$ cat config.mk
export PLATFORM = sky130hd
export DESIGN_NAME = fetch_ctrl
export DESIGN_NICKNAME = d
export VERILOG_FILES = /design/src/rtl/fetch_ctrl_pkg.sv /design/src/rtl/fetch_buffer.sv /design/src/rtl/fetch_ctrl.sv
export SDC_FILE = /design/constraint.sdc
export NUM_CORES = 1
export LEC_CHECK = 0
export ABC_AREA = 1
export CAP_MARGIN = 15
export CORE_UTILIZATION = 46
export CTS_CLUSTER_SIZE = 8
export DETAILED_ROUTE_END_ITERATION = 10
export MAX_ROUTING_LAYER = met4
export PLACE_DENSITY = 0.78
export SLEW_MARGIN = 20
export SYNTH_ARGS = -nofsm -noshare
export SYNTH_HDL_FRONTEND = slang
export SYNTH_SLANG_ARGS = --single-unit
export TNS_END_PERCENT = 30
$ cat constraint.sdc
create_clock -name clk_i -period 6.7 [get_ports clk_i]
set_input_delay 1.34 -clock clk_i [delete_from_list [all_inputs] [get_ports clk_i]]
set_output_delay 1.34 -clock clk_i [all_outputs]
set_load 0.1 [all_outputs]
$ cat src/rtl/fetch_ctrl_pkg.sv
// Shared configuration for the instruction-fetch slice: widths, vectors and
// the fetch sequencer state encoding.
package fetch_ctrl_pkg;

    localparam int          DATA_WIDTH   = 32;
    localparam logic [31:0] RESET_VECTOR = 32'h0000_0000;
    localparam logic [31:0] TRAP_VECTOR  = 32'h0000_0100;

    typedef enum logic [2:0] {
        FETCH_BOOT,
        FETCH_REQ,
        FETCH_WAIT,
        FETCH_HOLD,
        FETCH_DISCARD
    } fetch_state_t;

endpackage

$ cat src/rtl/fetch_buffer.sv
// Two-entry skid buffer (instruction + PC) between instruction memory and decode.
// Valid/ready: a transfer happens on any edge where out_valid_o and out_ready_i are both 1.
module fetch_buffer #(
    parameter int DATA_WIDTH = 32
) (
    input  logic                  clk_i,
    input  logic                  rst_i,
    input  logic                  flush_i,
    input  logic                  push_i,
    input  logic [DATA_WIDTH-1:0] push_data_i,
    input  logic [DATA_WIDTH-1:0] push_pc_i,
    output logic                  can_accept_o,
    output logic                  out_valid_o,
    output logic [DATA_WIDTH-1:0] out_data_o,
    output logic [DATA_WIDTH-1:0] out_pc_o,
    input  logic                  out_ready_i
);

    logic                  main_valid_q, main_valid_d;
    logic [DATA_WIDTH-1:0] main_data_q, main_data_d;
    logic [DATA_WIDTH-1:0] main_pc_q, main_pc_d;
    logic                  skid_valid_q, skid_valid_d;
    logic [DATA_WIDTH-1:0] skid_data_q, skid_data_d;
    logic [DATA_WIDTH-1:0] skid_pc_q, skid_pc_d;
    logic                  pop;

    assign pop          = main_valid_q && out_ready_i;
    // A push lands in the main slot only when that slot is free by the edge.
    assign can_accept_o = !main_valid_q || (pop && !skid_valid_q);

    always_comb begin
        main_valid_d = main_valid_q;
        main_data_d  = main_data_q;
        main_pc_d    = main_pc_q;
        skid_valid_d = skid_valid_q;
        skid_data_d  = skid_data_q;
        skid_pc_d    = skid_pc_q;
        if (pop) begin
            if (skid_valid_q) begin
                main_data_d  = skid_data_q;
                main_pc_d    = skid_pc_q;
                skid_valid_d = 1'b0;
            end else begin
                main_valid_d = 1'b0;
            end
        end
        if (push_i) begin
            if (can_accept_o) begin
                main_valid_d = 1'b1;
                main_data_d  = push_data_i;
                main_pc_d    = push_pc_i;
            end else begin
                skid_valid_d = 1'b1;
                skid_data_d  = push_data_i;
                skid_pc_d    = push_pc_i;
            end
        end
        if (flush_i) begin
            main_valid_d = 1'b0;
            skid_valid_d = 1'b0;
        end
    end

    always_ff @(posedge clk_i or posedge rst_i) begin
        if (rst_i) begin
            main_valid_q <= 1'b0;
            main_data_q  <= '0;
            main_pc_q    <= '0;
            skid_valid_q <= 1'b0;
            skid_data_q  <= '0;
            skid_pc_q    <= '0;
        end else begin
            main_valid_q <= main_valid_d;
            main_data_q  <= main_data_d;
            main_pc_q    <= main_pc_d;
            skid_valid_q <= skid_valid_d;
            skid_data_q  <= skid_data_d;
            skid_pc_q    <= skid_pc_d;
        end
    end

    assign out_valid_o = main_valid_q;
    assign out_data_o  = main_data_q;
    assign out_pc_o    = main_pc_q;

endmodule

$ cat src/rtl/fetch_ctrl.sv
// Instruction-fetch sequencer: owns the PC, single-outstanding imem requests, redirects.
// Optional misaligned-target trap enabled by defining FETCH_CTRL_MISALIGN_TRAP_EN.
module fetch_ctrl #(
    parameter int                    DATA_WIDTH   = fetch_ctrl_pkg::DATA_WIDTH,
    parameter logic [DATA_WIDTH-1:0] RESET_VECTOR = fetch_ctrl_pkg::RESET_VECTOR,
    parameter logic [DATA_WIDTH-1:0] TRAP_VECTOR  = fetch_ctrl_pkg::TRAP_VECTOR
) (
    input  logic                  clk_i,
    input  logic                  rst_i,
    output logic                  imem_req_o,
    output logic [DATA_WIDTH-1:0] imem_addr_o,
    input  logic                  imem_gnt_i,
    input  logic                  imem_rvalid_i,
    input  logic [DATA_WIDTH-1:0] imem_rdata_i,
    output logic                  instr_valid_o,
    output logic [DATA_WIDTH-1:0] instr_o,
    output logic [DATA_WIDTH-1:0] instr_pc_o,
    input  logic                  instr_ready_i,
    input  logic                  branch_take_i,
    input  logic [DATA_WIDTH-1:0] branch_target_i,
    output logic                  flush_o,
    output logic                  misalign_o,
    output logic [DATA_WIDTH-1:0] misalign_tval_o
);
    import fetch_ctrl_pkg::*;

    fetch_state_t          state_q, state_d;
    logic [DATA_WIDTH-1:0] pc_q, pc_d;
    logic [DATA_WIDTH-1:0] req_pc_q, req_pc_d;
    logic [DATA_WIDTH-1:0] redirect_pc;
    logic                  flush_q;
    logic                  push;
    logic                  can_accept;

`ifdef FETCH_CTRL_MISALIGN_TRAP_EN
    logic                  misaligned;
    logic                  misalign_q;
    logic [DATA_WIDTH-1:0] tval_q;

    assign misaligned  = branch_target_i[1:0] != 2'b00;
    assign redirect_pc = misaligned ? TRAP_VECTOR : branch_target_i;

    always_ff @(posedge clk_i or posedge rst_i) begin
        if (rst_i) begin
            misalign_q <= 1'b0;
            tval_q     <= '0;
        end else begin
            misalign_q <= branch_take_i && misaligned;
            if (branch_take_i && misaligned) begin
                tval_q <= branch_target_i;
            end
        end
    end

    assign misalign_o      = misalign_q;
    assign misalign_tval_o = tval_q;
`else
    logic unused_trap_vector;

    assign unused_trap_vector = ^TRAP_VECTOR;
    assign redirect_pc        = branch_target_i & ~DATA_WIDTH'(3);
    assign misalign_o         = 1'b0;
    assign misalign_tval_o    = '0;
`endif

    always_comb begin
        state_d    = state_q;
        pc_d       = pc_q;
        req_pc_d   = req_pc_q;
        imem_req_o = 1'b0;
        push       = 1'b0;
        case (state_q)
            FETCH_BOOT: state_d = FETCH_REQ;
            FETCH_REQ: begin
                imem_req_o = 1'b1;
                if (imem_gnt_i) begin
                    req_pc_d = pc_q;
                    pc_d     = pc_q + DATA_WIDTH'(4);
                    state_d  = FETCH_WAIT;
                end
            end
            FETCH_WAIT: begin
                if (imem_rvalid_i) begin
                    push    = 1'b1;
                    state_d = can_accept ? FETCH_REQ : FETCH_HOLD;
                end
            end
            FETCH_HOLD: begin
                if (instr_ready_i) state_d = FETCH_REQ;
            end
            FETCH_DISCARD: begin
                if (imem_rvalid_i) state_d = FETCH_REQ;
            end
            default: state_d = FETCH_BOOT;
        endcase

        // Redirect overrides the normal flow; an ungranted request simply re-aims.
        if (branch_take_i) begin
            pc_d = redirect_pc;
            push = 1'b0;
            case (state_q)
                FETCH_REQ:     state_d = imem_gnt_i ? FETCH_DISCARD : FETCH_REQ;
                FETCH_WAIT:    state_d = imem_rvalid_i ? FETCH_REQ : FETCH_DISCARD;
                // A response arriving alongside the redirect retires the outstanding fetch.
                FETCH_DISCARD: state_d = imem_rvalid_i ? FETCH_REQ : FETCH_DISCARD;
                default:       state_d = FETCH_REQ;
            endcase
        end
    end

    always_ff @(posedge clk_i or posedge rst_i) begin
        if (rst_i) begin
            state_q  <= FETCH_BOOT;
            pc_q     <= RESET_VECTOR;
            req_pc_q <= RESET_VECTOR;
            flush_q  <= 1'b0;
        end else begin
            state_q  <= state_d;
            pc_q     <= pc_d;
            req_pc_q <= req_pc_d;
            flush_q  <= branch_take_i;
        end
    end

    assign imem_addr_o = {pc_q[DATA_WIDTH-1:2], 2'b00};
    assign flush_o     = flush_q;

    fetch_buffer #(
        .DATA_WIDTH(DATA_WIDTH)
    ) u_fetch_buffer (
        .clk_i       (clk_i),
        .rst_i       (rst_i),
        .flush_i     (branch_take_i),
        .push_i      (push),
        .push_data_i (imem_rdata_i),
        .push_pc_i   (req_pc_q),
        .can_accept_o(can_accept),
        .out_valid_o (instr_valid_o),
        .out_data_o  (instr_o),
        .out_pc_o    (instr_pc_o),
        .out_ready_i (instr_ready_i)
    );

endmodule

==> metrics.csv <==
stage;metric;value;unit
worst_setup_path;required time of the critical path;5.36;ns
clock_network;setup bufs post-CTS;0;
clock_network;CTS Buf Count;17;
route;detailed-route DRC error count;0;
clock_network;Worst-Skew Late Latency;0.43;ns
die;Die Area;0.0208;mm^2
clock_network;CTS Hold Buffers Added;0;
global_routing;largest net degree at the start of global routing;144;
worst_setup_path;Crit. End Element;output pin;
route;Initial DRC Count;531;
global_routing;gr ovfl total;0;
sta;Relative slew margins;27.3;%
worst_setup_path;critical path's largest stage delay;1.12;ns
clock_network;Post-CTS Resized;0;
sta;Setup TNS Final;0;ns
run_status;outcome;complete, no violations;
synth;Yosys top cell area share;51.7;%
final_layout;Register Area;0.00480;mm^2
clock_network;CTS clock-pin slew for the worst setup and hold paths;0.07;ns
power_and_ir_drop;Psw;3050;uW
job;max cap viols;0;
die;DIE WIDTH;144;um
synth;Compound-Gate Fraction of Synth Area;14.0;%
die;Std-Cell Rows;51;
sta;Slew Limit Fails;0;
route;DR WL/cell;12.6;um
power_and_ir_drop;Switching Fraction;52.8;%
route;Routed WL;20300;um
synth;synthesized-area fraction occupied by adder cells;0.135;%
die;Top Ports;202;
worst_setup_path;CP Max Fanout;3;
synth;Synth Area in Simple Gates;20.1;%
route;Routed Antenna Nets;0;
clock_network;Clock Tree Buf Depth;2;
final_layout;# nets final;1407;
synth;XOR/XNOR Fraction of Synth Area;0.471;%
global_routing;GRT Resource Usage Total;21.2;%
synth;cell taking the most area after synthesis;dfrtp_1;
synth;Avg Synthesized Cell Area;7.73;um^2
synth;Synth Instances;1201;
clock_network;cell chosen for the clock root;clkbuf_16;
final_layout;layout cell share with drive strength beyond 1;3.48;%
sta;Worst Max-Slew Pin Slew;1.09;ns
synth;Yosys cell types;25;
die;Core ar.;0.0197;mm^2
global_routing;first-pass GRT wire length;33400;um
clock_network;CTS sink count;192;
worst_setup_path;most used cell, CP;inv_1;
final_layout;most common cell after layout, fill and taps aside;nand2_1;
worst_setup_path;critical path class;reg2out;
route;routed vias/inst;4.69;
final_layout;fin util;58.6;%
synth;synth top area cells;dfrtp_1 (52%), nand2_1 (15%), o21ai_0 (8.7%);
synth;largest family of logic cells by synthesized area;simple AND/OR/NAND/NOR gates;
power_and_ir_drop;Cell Pwr Density;500;mW/mm^2
sta;fin crit share;54.0;%
worst_setup_path;worst-path cell chain;inv_1, nor2_2, nand2_1, inv_1, clkdlybuf4s50_1;
final_layout;Ant. Diodes;0;
placed_design;Final HPWL DP;13500;um
placed_design;GP Congestion;0.861;
synth;Netlist Area Pre-Place;0.00929;mm^2
final_layout;most frequent cells in the layout;nand2_1 (366), dfrtp_1 (192), inv_1 (188);
final_layout;Multi-input gate area;0.00338;mm^2
synth;post-synthesis sequential area ratio;51.7;%
synth;Yosys reg bits;192;
sta;RSZ-0062 raised after global routing;no;
die;Initial Util;47.3;%
sta;Hold Vio Cnt, Final;0;
synth;mux contribution to synthesized area;0;%
global_routing;antenna violations before repair;0;
worst_setup_path;slowest cell on the critical path;clkdlybuf4s50_1;
worst_setup_path;arrival time of the worst setup path;2.28;ns
sta;setup violators final;0;
power_and_ir_drop;Max IR drop VDD;233;uV
worst_setup_path;Worst path top cell family by delay;buffers and inverters;
route;Pre-antenna DRT Iters;6;
hold_path;HP Class;reg2reg;
worst_setup_path;CP bufs+invs;3;
route;vias;7563;
die;die height;144;um
placed_design;# port buffers;164;
final_layout;FILL cells;1831;
sta;fin crit period;3.62;ns
sta;Fmax;277;MHz
global_routing;vias in the first global route;6862;
power_and_ir_drop;Comb pwr share;52.7;%
final_layout;synth-to-layout area growth;24.0;%
power_and_ir_drop;register share of total power;29.5;%
synth;Yosys warnings;0;
worst_setup_path;CP Launch Type;flip-flop;
clock_network;CTS HTree Levels;4;
clock_network;CTS tree;yes;
power_and_ir_drop;Pleak;0.00533;uW
sta;Clock Skews;0.0134;ns
power_and_ir_drop;Clock Power Share;17.8;%
power_and_ir_drop;internal power;2720;uW
-- per-layer routing --
| metal | GRT usage, % | routed length [um] | vias to the layer above | share of wire (%) |
|---|---|---|---|---|
| met5 | - | 0 | - | 0 |
| met4 | 6.94 | 289 | 0 | 1.4 |
| met3 | 3.68 | 1150 | 17 | 5.7 |
| met2 | 31.8 | 9250 | 201 | 45 |
| met1 | 29.0 | 9630 | 3420 | 47 |
| li1 | - | - | 3925 | - |
-- final timing paths --
path                                          start                                      to  slack, ns  cells after the start
setup / recovery             state_q[0]$_DFFE_PP0P_                              imem_req_o       3.08                      5
hold / removal             req_pc_q[14]$_DFFE_PP0P_                req_pc_q[14]$_DFFE_PP0P_       0.49                      2
setup reg to reg             state_q[0]$_DFFE_PP0P_                     pc_q[4]$_DFFE_PP0P_       4.17                      7
hold reg to reg            req_pc_q[14]$_DFFE_PP0P_                req_pc_q[14]$_DFFE_PP0P_       0.49                      2
max in group asynchronous                     rst_i   u_fetch_buffer.out_pc_o[17]$_DFF_PP0_       3.98                      3
min in group asynchronous                     rst_i  u_fetch_buffer.out_data_o[5]$_DFF_PP0_       1.53                      2
-- worst min-delay path: stages, from the launching register on --
cell and delay, ns:
dfrtp_1 0.34, nand2_1 0.05, o21ai_0 0.06
-- layout make-up --
type / count / share of cell area (%)
Sequential cell: 192 / 41.7
Multi-Input combinational cell: 765 / 29.3
Tap cell: 265 / 2.88
Timing Repair Buffer: 170 / 14.7
Clock inverter: 13 / 1.34
Clock buffer: 19 / 3.84
Inverter: 190 / 6.26
-- flip-flops by register name (all words and copies together), names as in the netlist --
| name | count |
|---|---|
| u_fetch_buffer.out_valid_o | 1 |
| req_pc_q | 30 |
| u_fetch_buffer.out_data_o | 32 |
| u_fetch_buffer.skid_pc_q | 30 |
| flush_o | 1 |
| u_fetch_buffer.skid_data_q | 32 |
| pc_q | 30 |
| u_fetch_buffer.skid_valid_q | 1 |
| state_q | 3 |
| u_fetch_buffer.out_pc_o | 32 |
-- power groups by stage --
stage	Combinational [uW]	Sequential [uW]	Clock, uW
after floorplan	773	3290	0
after global placement	3020	1710	0
after detailed placement	3040	1720	0
after CTS	3060	1700	1050
after global routing	3230	1740	1100
final	3040	1700	1030
-- synthesized netlist by cell type (all sizes together) --
library cell    n
nor3            1
nand3          55
xnor2           1
o21a            1
nand2         369
buf            61
ha              1
dfrtp         192
o21ai         246
a21oi           1
o211ai          4
clkinv          1
xor2            4
clkbuf         27
nor2           42
o21bai          4
nand4           1
conb            1
inv           189
-- per-stage QoR --
stage / cells / cell area (um^2) / setup slack (ns) / hold WS (ns) / power [uW]
floorplan: 1235 / 9420 / 0.133 / 0.453 / 4070
global placement: 1582 / 10900 / 2.85 / 0.464 / 4720
detailed placement: 1582 / 10900 / 2.83 / 0.473 / 4760
CTS: 1614 / 11500 / 3.06 / 0.491 / 5810
global route: 1614 / 11500 / 2.99 / 0.508 / 6070
finish: 1614 / 11500 / 3.08 / 0.485 / 5770
-- cells by family (layout without fill, tap and decap cells) --
kind of cell               count (synthesis)  count (layout)
other                                      1              35
AOI/OAI and AO/OA                        256             256
xor gates and xnor gates                   5               5
and+or+nand+nor                          468             468
DFF                                      192             192
buffers and inverters                    278             392
adders and majority gates                  1               1
No activity file was read; power rests on OpenSTA's default activity.
